===== src/rtl/nanorv32_intc.sv =====
// rtl/nanorv32_intc.sv - fixed-priority interrupt controller in front of the nanorv32 irq input
//
// Build option: define NANORV32_INTC_SYNC_EN to place a 2-flop synchronizer on irq_src
// (irq_src asynchronous to clk). Leave it undefined when irq_src is already synchronous.
//
// Ports:
//   clk, rst_n          clock, asynchronous active-low reset
//   irq_src             raw interrupt sources
//   reg_sel/reg_wr/
//   reg_wdata/reg_rdata register port: 0 ENABLE, 1 PENDING (W1C), 2 EDGE_SEL, 3 STATUS (RO)
//   irq, irq_id         request and source ID presented to the flow controller
//   irq_ack             core entered the interrupt-entry sequence
//   reti_done           core completed the interrupt-exit sequence
//   in_service          an interrupt is being serviced
module nanorv32_intc #(
  parameter int NUM_IRQ = 8,
  parameter int ID_W    = 3
) (
  input  logic               clk,
  input  logic               rst_n,
  input  logic [NUM_IRQ-1:0] irq_src,
  input  logic [1:0]         reg_sel,
  input  logic               reg_wr,
  input  logic [31:0]        reg_wdata,
  output logic [31:0]        reg_rdata,
  output logic               irq,
  input  logic               irq_ack,
  output logic [ID_W-1:0]    irq_id,
  input  logic               reti_done,
  output logic               in_service
);

  localparam logic [1:0] ST_IDLE    = 2'd0;
  localparam logic [1:0] ST_REQ     = 2'd1;
  localparam logic [1:0] ST_SERVICE = 2'd2;

  localparam logic [1:0] RS_ENABLE   = 2'd0;
  localparam logic [1:0] RS_PENDING  = 2'd1;
  localparam logic [1:0] RS_EDGE_SEL = 2'd2;
  localparam logic [1:0] RS_STATUS   = 2'd3;

  logic [1:0]         state;
  logic [NUM_IRQ-1:0] src_q;       // source as seen by the edge detector and level path
  logic [NUM_IRQ-1:0] s3;
  logic [NUM_IRQ-1:0] edge_q;      // registered rising-edge pulse
  logic [NUM_IRQ-1:0] pend_edge;   // latched edge requests
  logic [NUM_IRQ-1:0] enable_r;
  logic [NUM_IRQ-1:0] edge_sel_r;
  logic [NUM_IRQ-1:0] pend;
  logic [NUM_IRQ-1:0] eligible;
  logic [NUM_IRQ-1:0] w1c_mask;
  logic [NUM_IRQ-1:0] ack_mask;
  logic [ID_W-1:0]    sel;
  logic               ack_take;
  logic               wdata_unused;

  // Only the low NUM_IRQ write-data bits carry register content.
  assign wdata_unused = ^reg_wdata;

`ifdef NANORV32_INTC_SYNC_EN
  logic [NUM_IRQ-1:0] s1;
  logic [NUM_IRQ-1:0] s2;

  always_ff @(posedge clk or negedge rst_n) begin
    if (!rst_n) begin
      s1 <= '0;
      s2 <= '0;
    end else begin
      s1 <= irq_src;
      s2 <= s1;
    end
  end

  assign src_q = s2;
`else
  assign src_q = irq_src;
`endif

  // The rising-edge pulse is registered before it sets pend, keeping the
  // pend set path free of the synchronizer-to-priority-encoder chain.
  always_ff @(posedge clk or negedge rst_n) begin
    if (!rst_n) begin
      s3     <= '0;
      edge_q <= '0;
    end else begin
      s3     <= src_q;
      edge_q <= src_q & ~s3;
    end
  end

  // Level sources are not stored: they follow the synchronized input.
  assign pend     = (pend_edge & edge_sel_r) | (src_q & ~edge_sel_r);
  assign eligible = pend & enable_r;

  always_comb begin
    sel = '0;
    for (int i = NUM_IRQ - 1; i >= 0; i--) begin
      if (eligible[i]) sel = ID_W'(i);
    end
  end

  assign ack_take = (state == ST_REQ) && irq_ack;
  assign ack_mask = ack_take ? ({{(NUM_IRQ-1){1'b0}}, 1'b1} << irq_id) : '0;
  assign w1c_mask = (reg_wr && reg_sel == RS_PENDING) ? reg_wdata[NUM_IRQ-1:0] : '0;

  // Set wins over clear; masking with edge_sel_r drops stale bits when a
  // source is switched to level mode.
  always_ff @(posedge clk or negedge rst_n) begin
    if (!rst_n) begin
      pend_edge <= '0;
    end else begin
      pend_edge <= ((pend_edge & ~(w1c_mask | ack_mask)) | edge_q) & edge_sel_r;
    end
  end

  always_ff @(posedge clk or negedge rst_n) begin
    if (!rst_n) begin
      enable_r   <= '0;
      edge_sel_r <= '0;
    end else if (reg_wr) begin
      if (reg_sel == RS_ENABLE)   enable_r   <= reg_wdata[NUM_IRQ-1:0];
      if (reg_sel == RS_EDGE_SEL) edge_sel_r <= reg_wdata[NUM_IRQ-1:0];
    end
  end

  always_ff @(posedge clk or negedge rst_n) begin
    if (!rst_n) begin
      state  <= ST_IDLE;
      irq_id <= '0;
    end else begin
      case (state)
        ST_IDLE: begin
          if (|eligible) begin
            state  <= ST_REQ;
            irq_id <= sel;
          end
        end
        ST_REQ: begin
          // Ack freezes the ID presented this cycle and beats a simultaneous withdraw.
          if (irq_ack) begin
            state <= ST_SERVICE;
          end else if (!(|eligible)) begin
            state <= ST_IDLE;
          end else begin
            irq_id <= sel;
          end
        end
        ST_SERVICE: begin
          if (reti_done) state <= ST_IDLE;
        end
        default: state <= ST_IDLE;
      endcase
    end
  end

  assign irq        = (state == ST_REQ);
  assign in_service = (state == ST_SERVICE);

  always_comb begin
    reg_rdata = '0;
    case (reg_sel)
      RS_ENABLE:   reg_rdata = 32'(enable_r);
      RS_PENDING:  reg_rdata = 32'(pend);
      RS_EDGE_SEL: reg_rdata = 32'(edge_sel_r);
      RS_STATUS: begin
        reg_rdata[31]       = in_service;
        reg_rdata[ID_W-1:0] = irq_id;
      end
      default:     reg_rdata = '0;
    endcase
  end

endmodule


===== config.mk =====
export PLATFORM = sky130hd
export DESIGN_NAME = nanorv32_intc
export DESIGN_NICKNAME = d
export VERILOG_FILES = /design/src/rtl/nanorv32_intc.sv
export SDC_FILE = /design/constraint.sdc
export NUM_CORES = 1
export LEC_CHECK = 0
export CORE_AREA = 5 5 82 84
export DETAILED_ROUTE_END_ITERATION = 16
export DIE_AREA = 0 0 87 89
export GPL_ROUTABILITY_DRIVEN = 0
export PLACE_DENSITY = 0.75
export SYNTH_ARGS = -nofsm -noshare
export SYNTH_HDL_FRONTEND = slang
export SYNTH_SLANG_ARGS = --single-unit

===== constraint.sdc =====
create_clock -name clk -period 1.4 [get_ports clk]
set_input_delay 0.14 -clock clk [delete_from_list [all_inputs] [get_ports clk]]
set_output_delay 0.14 -clock clk [all_outputs]
set_load 0.02 [all_outputs]

==> flow_summary.yaml <==
global_routing:
  grt_usage: 0.1474
  grt_max_degree: 46
  gr-total-overflow: 0
  antenna_found_initial: 0
  grt_pass1_wl_mm: 8.694
  grt_pass1_vias: 1791
yosys:
  synth_common_cells: "dfrtp_1 (45), nand2_1 (25), buf_4 (23)"
  synth_top_area_cell: "dfrtp_1"
  synthesis.area_um2: 2267
  synth_ff_type: "dfrtp_1"
  synth_compound_area_frac: 0.1451
  synthXorXnorAreaFrac: 0
  async_flop_share: 1.000
  synthMuxAreaShare: 0.1562
  synth-simple-area-share: 0.1060
  synthAdderAreaFrac: 0
  syn_area_per_cell_um2: 11.69
  synth-edff-count: 0
  ys_types: 34
  synth_warnings: 0
  ys_ff_latch: 45
  yosysSeqAreaShare: 0.4967
  netlist_top_cells_area: "dfrtp_1 (50%), mux2_2 (8.9%), buf_4 (7.6%)"
  yosysMostFrequentCell: "dfrtp_1"
  synth_top_area_frac: 0.4967
  synth_top_family_by_area: "multiplexers"
  synth_cells: 194
clock_network:
  clock_sinks: 45
  cts_buffers: 5
  clock-root-buffer: "clkbuf_8"
  cts.clk_slew.worst_paths_ns: 0.09
  htreeDepth: 2
  cts_tree: "built"
  cts_max_path_buffers: 2
  clk_latency_ns: 0.31
worst_hold_path:
  hp-class: "input pin to flip-flop"
  min_to: "s3[1]"
  min_path_cells: 1
  min_from: "irq_src[1]"
timing:
  final.setup.tns_ns: -2.397
  skew_ns: 0.006872
  drv_slew: 0
  setup_viol: 14
  fin_crit_ns: 1.761
  rsz0062_at_grt: "yes"
  layout_worst_path_cycle_share: 1.258
  finalHoldViolCount: 0
  timing.final.ws_setup_ns: -0.3613
  max_freq_mhz: 567.7
power:
  p_sw_frac: 0.3492
  power_frac_seq: 0.377
  p_per_area_nw_per_um2: 1381
  p_clk_frac: 0.183
  p_leak_nw: 1.515
  p_int_w: 0.002852
  p_comb_frac: 0.440
  p_total_w: 0.004382
  switching_power_w: 0.001530
  irDropWorstVdd_uv: 632.0
worst_setup_path:
  path_class: "flip-flop to output port"
  rr_startpoint: "edge_sel_r[0]"
  path_cells: "mux2_4 > mux4_2 > buf_6"
  crit_arrival_ns: 1.62
  reg2reg_slack_ns: -0.20
  reg2reg_to: "irq_id[1]"
  required_ns: 1.26
  critPathMaxFanout: 2
  critPathLaunchType: "flip-flop"
  endpoint_kind: "output port"
  crit_slowest_cell: "mux4_2"
  crit_family: "multiplexers"
  rr_worst_depth: 5
  slowest_delay_ns: 0.46
  cp_num_buf_inv: 1
floorplanning:
  start_util: 0.3875
  die_h_um: 89
  core_area_um2: 5851
  die_w_um: 87
  num_rows: 28
  die_area_um2: 7743
  ios: 84
finish:
  multi_input_area_um2: 1065
  fillers: 525
  final_core_util: 0.5423
  final_nets: 331
  area_growth_pct: 39.96
  diodes: 0
  ff_latch_area_um2: 1126
  drive_gt1_frac: 0.3719
  final_area_um2: 3173
detailed_routing:
  drc: 0
  drt_iter0_markers: 90
  via_per_inst: 4.714
  wirelength_mm: 5.446
  vias: 1697
  antenna_left: 0
  routedWlPerCell_um: 15.13
  dr.pass1.iters: 4
run:
  cap_violations: 0
run_status:
  violations: "setup timing"
  status: "finished, violations left"
placement:
  pre_cts_ws_ns: -0.6128
  dpl_cell_area_um2: 2974
  hpwl_mm: 4.013
  portBuffers: 36
flip-flops by register name, summed over array words and instances, names as in the netlist:
name,count
enable_r,8
irq_id,3
state,2
pend_edge,8
s3,8
edge_sel_r,8
edge_q,8
worst max-delay path by stage:
stage | from | endpoint | cells after the start | slack [ns]
finish | edge_sel_r[2] | reg_rdata[2] | 3 | -0.36
floorplan | edge_sel_r[2] | irq_id[1] | 4 | -0.005
global route | edge_sel_r[2] | reg_rdata[2] | 3 | -0.41
detailed placement | irq_src[0] | reg_rdata[0] | 4 | -0.61
CTS | edge_sel_r[2] | reg_rdata[2] | 3 | -0.37
global placement | reg_sel[0] | reg_rdata[1] | 4 | -0.61
cell families after synthesis:
group                  count (synthesis)
AO/OA/AOI/OAI                         37
buffers and inverters                 33
flip-flops                            45
multiplexers                          28
other                                  1
AND/OR/NAND/NOR                       50
metrics by stage:
| stage | instances | hold slack, ns |
|---|---|---|
| final | 360 | 0.3161 |
| after global routing | 360 | 0.3111 |
| after detailed placement | 344 | 0.1378 |
| after floorplan | 216 | -0.1556 |
| after CTS | 358 | 0.3161 |
| after global placement | 344 | 0.1361 |
layout make-up:
cell class                 count  area share
clock inverter                 1    0.002366
timing repair buffer          88      0.2465
inverter                       6    0.007098
clock buffer                   7     0.02405
multi-input combinational    138      0.3356
sequential                    45      0.3549
tap                           75     0.02957
layer usage:
metal,vias up,GRT usage,routed length [um]
li1,812,-,-
met1,836,0.1929,2467
met2,44,0.2443,2619
met3,5,0.04147,314
met4,0,0.03258,45
met5,-,0,0
power groups by stage:
stage / sequential (W) / combinational, W / clock (W)
5_1_grt: 0.00168 / 0.00207 / 0.000874
4_1_cts: 0.00164 / 0.00183 / 0.000811
6_report: 0.00165 / 0.00193 / 0.000802
3_3_place_gp: 0.00165 / 0.00179 / 0
3_5_place_dp: 0.00166 / 0.00181 / 0
2_1_floorplan: 0.00174 / 0.000879 / 0
layout by cell type (no fill, tap or decap), drive strengths merged:
cell           count
buf               63
a2bb2oi            2
o21ai              6
o22ai              1
clkbuf             7
o211ai             1
inv                6
dlygate4sd2        3
nor3b              1
a21o               3
mux4               3
nand3b             1
o21a               8
dfrtp             45
nand2b             2
a31oi              4
o311a              4
nor2b             10
nand2             25
clkdlybuf4s50     20
a31o               1
conb              23
a211oi             2
nand3              2
a22oi              2
a21oi              1
a41oi              1
mux2              20
mux2i              5
a32oi              1
clkdlybuf4s15      1
clkinvlp           1
dlygate4sd3        1
and3b              1
nor2               7
and3               1
timing repair:
| action | 4_1_cts | 5_1_grt |
|---|---|---|
| hold buffers | 1 | 0 |
| setup buffers | 6 | 2 |
| endpoints found under the setup margin | 18 | 23 |
| pin swaps | 7 | 7 |
| resized for setup | 67 | 14 |
| cloned | 0 | 0 |
| hold endpoints to repair | 45 | 0 |
(Power assumes the default switching activity.)
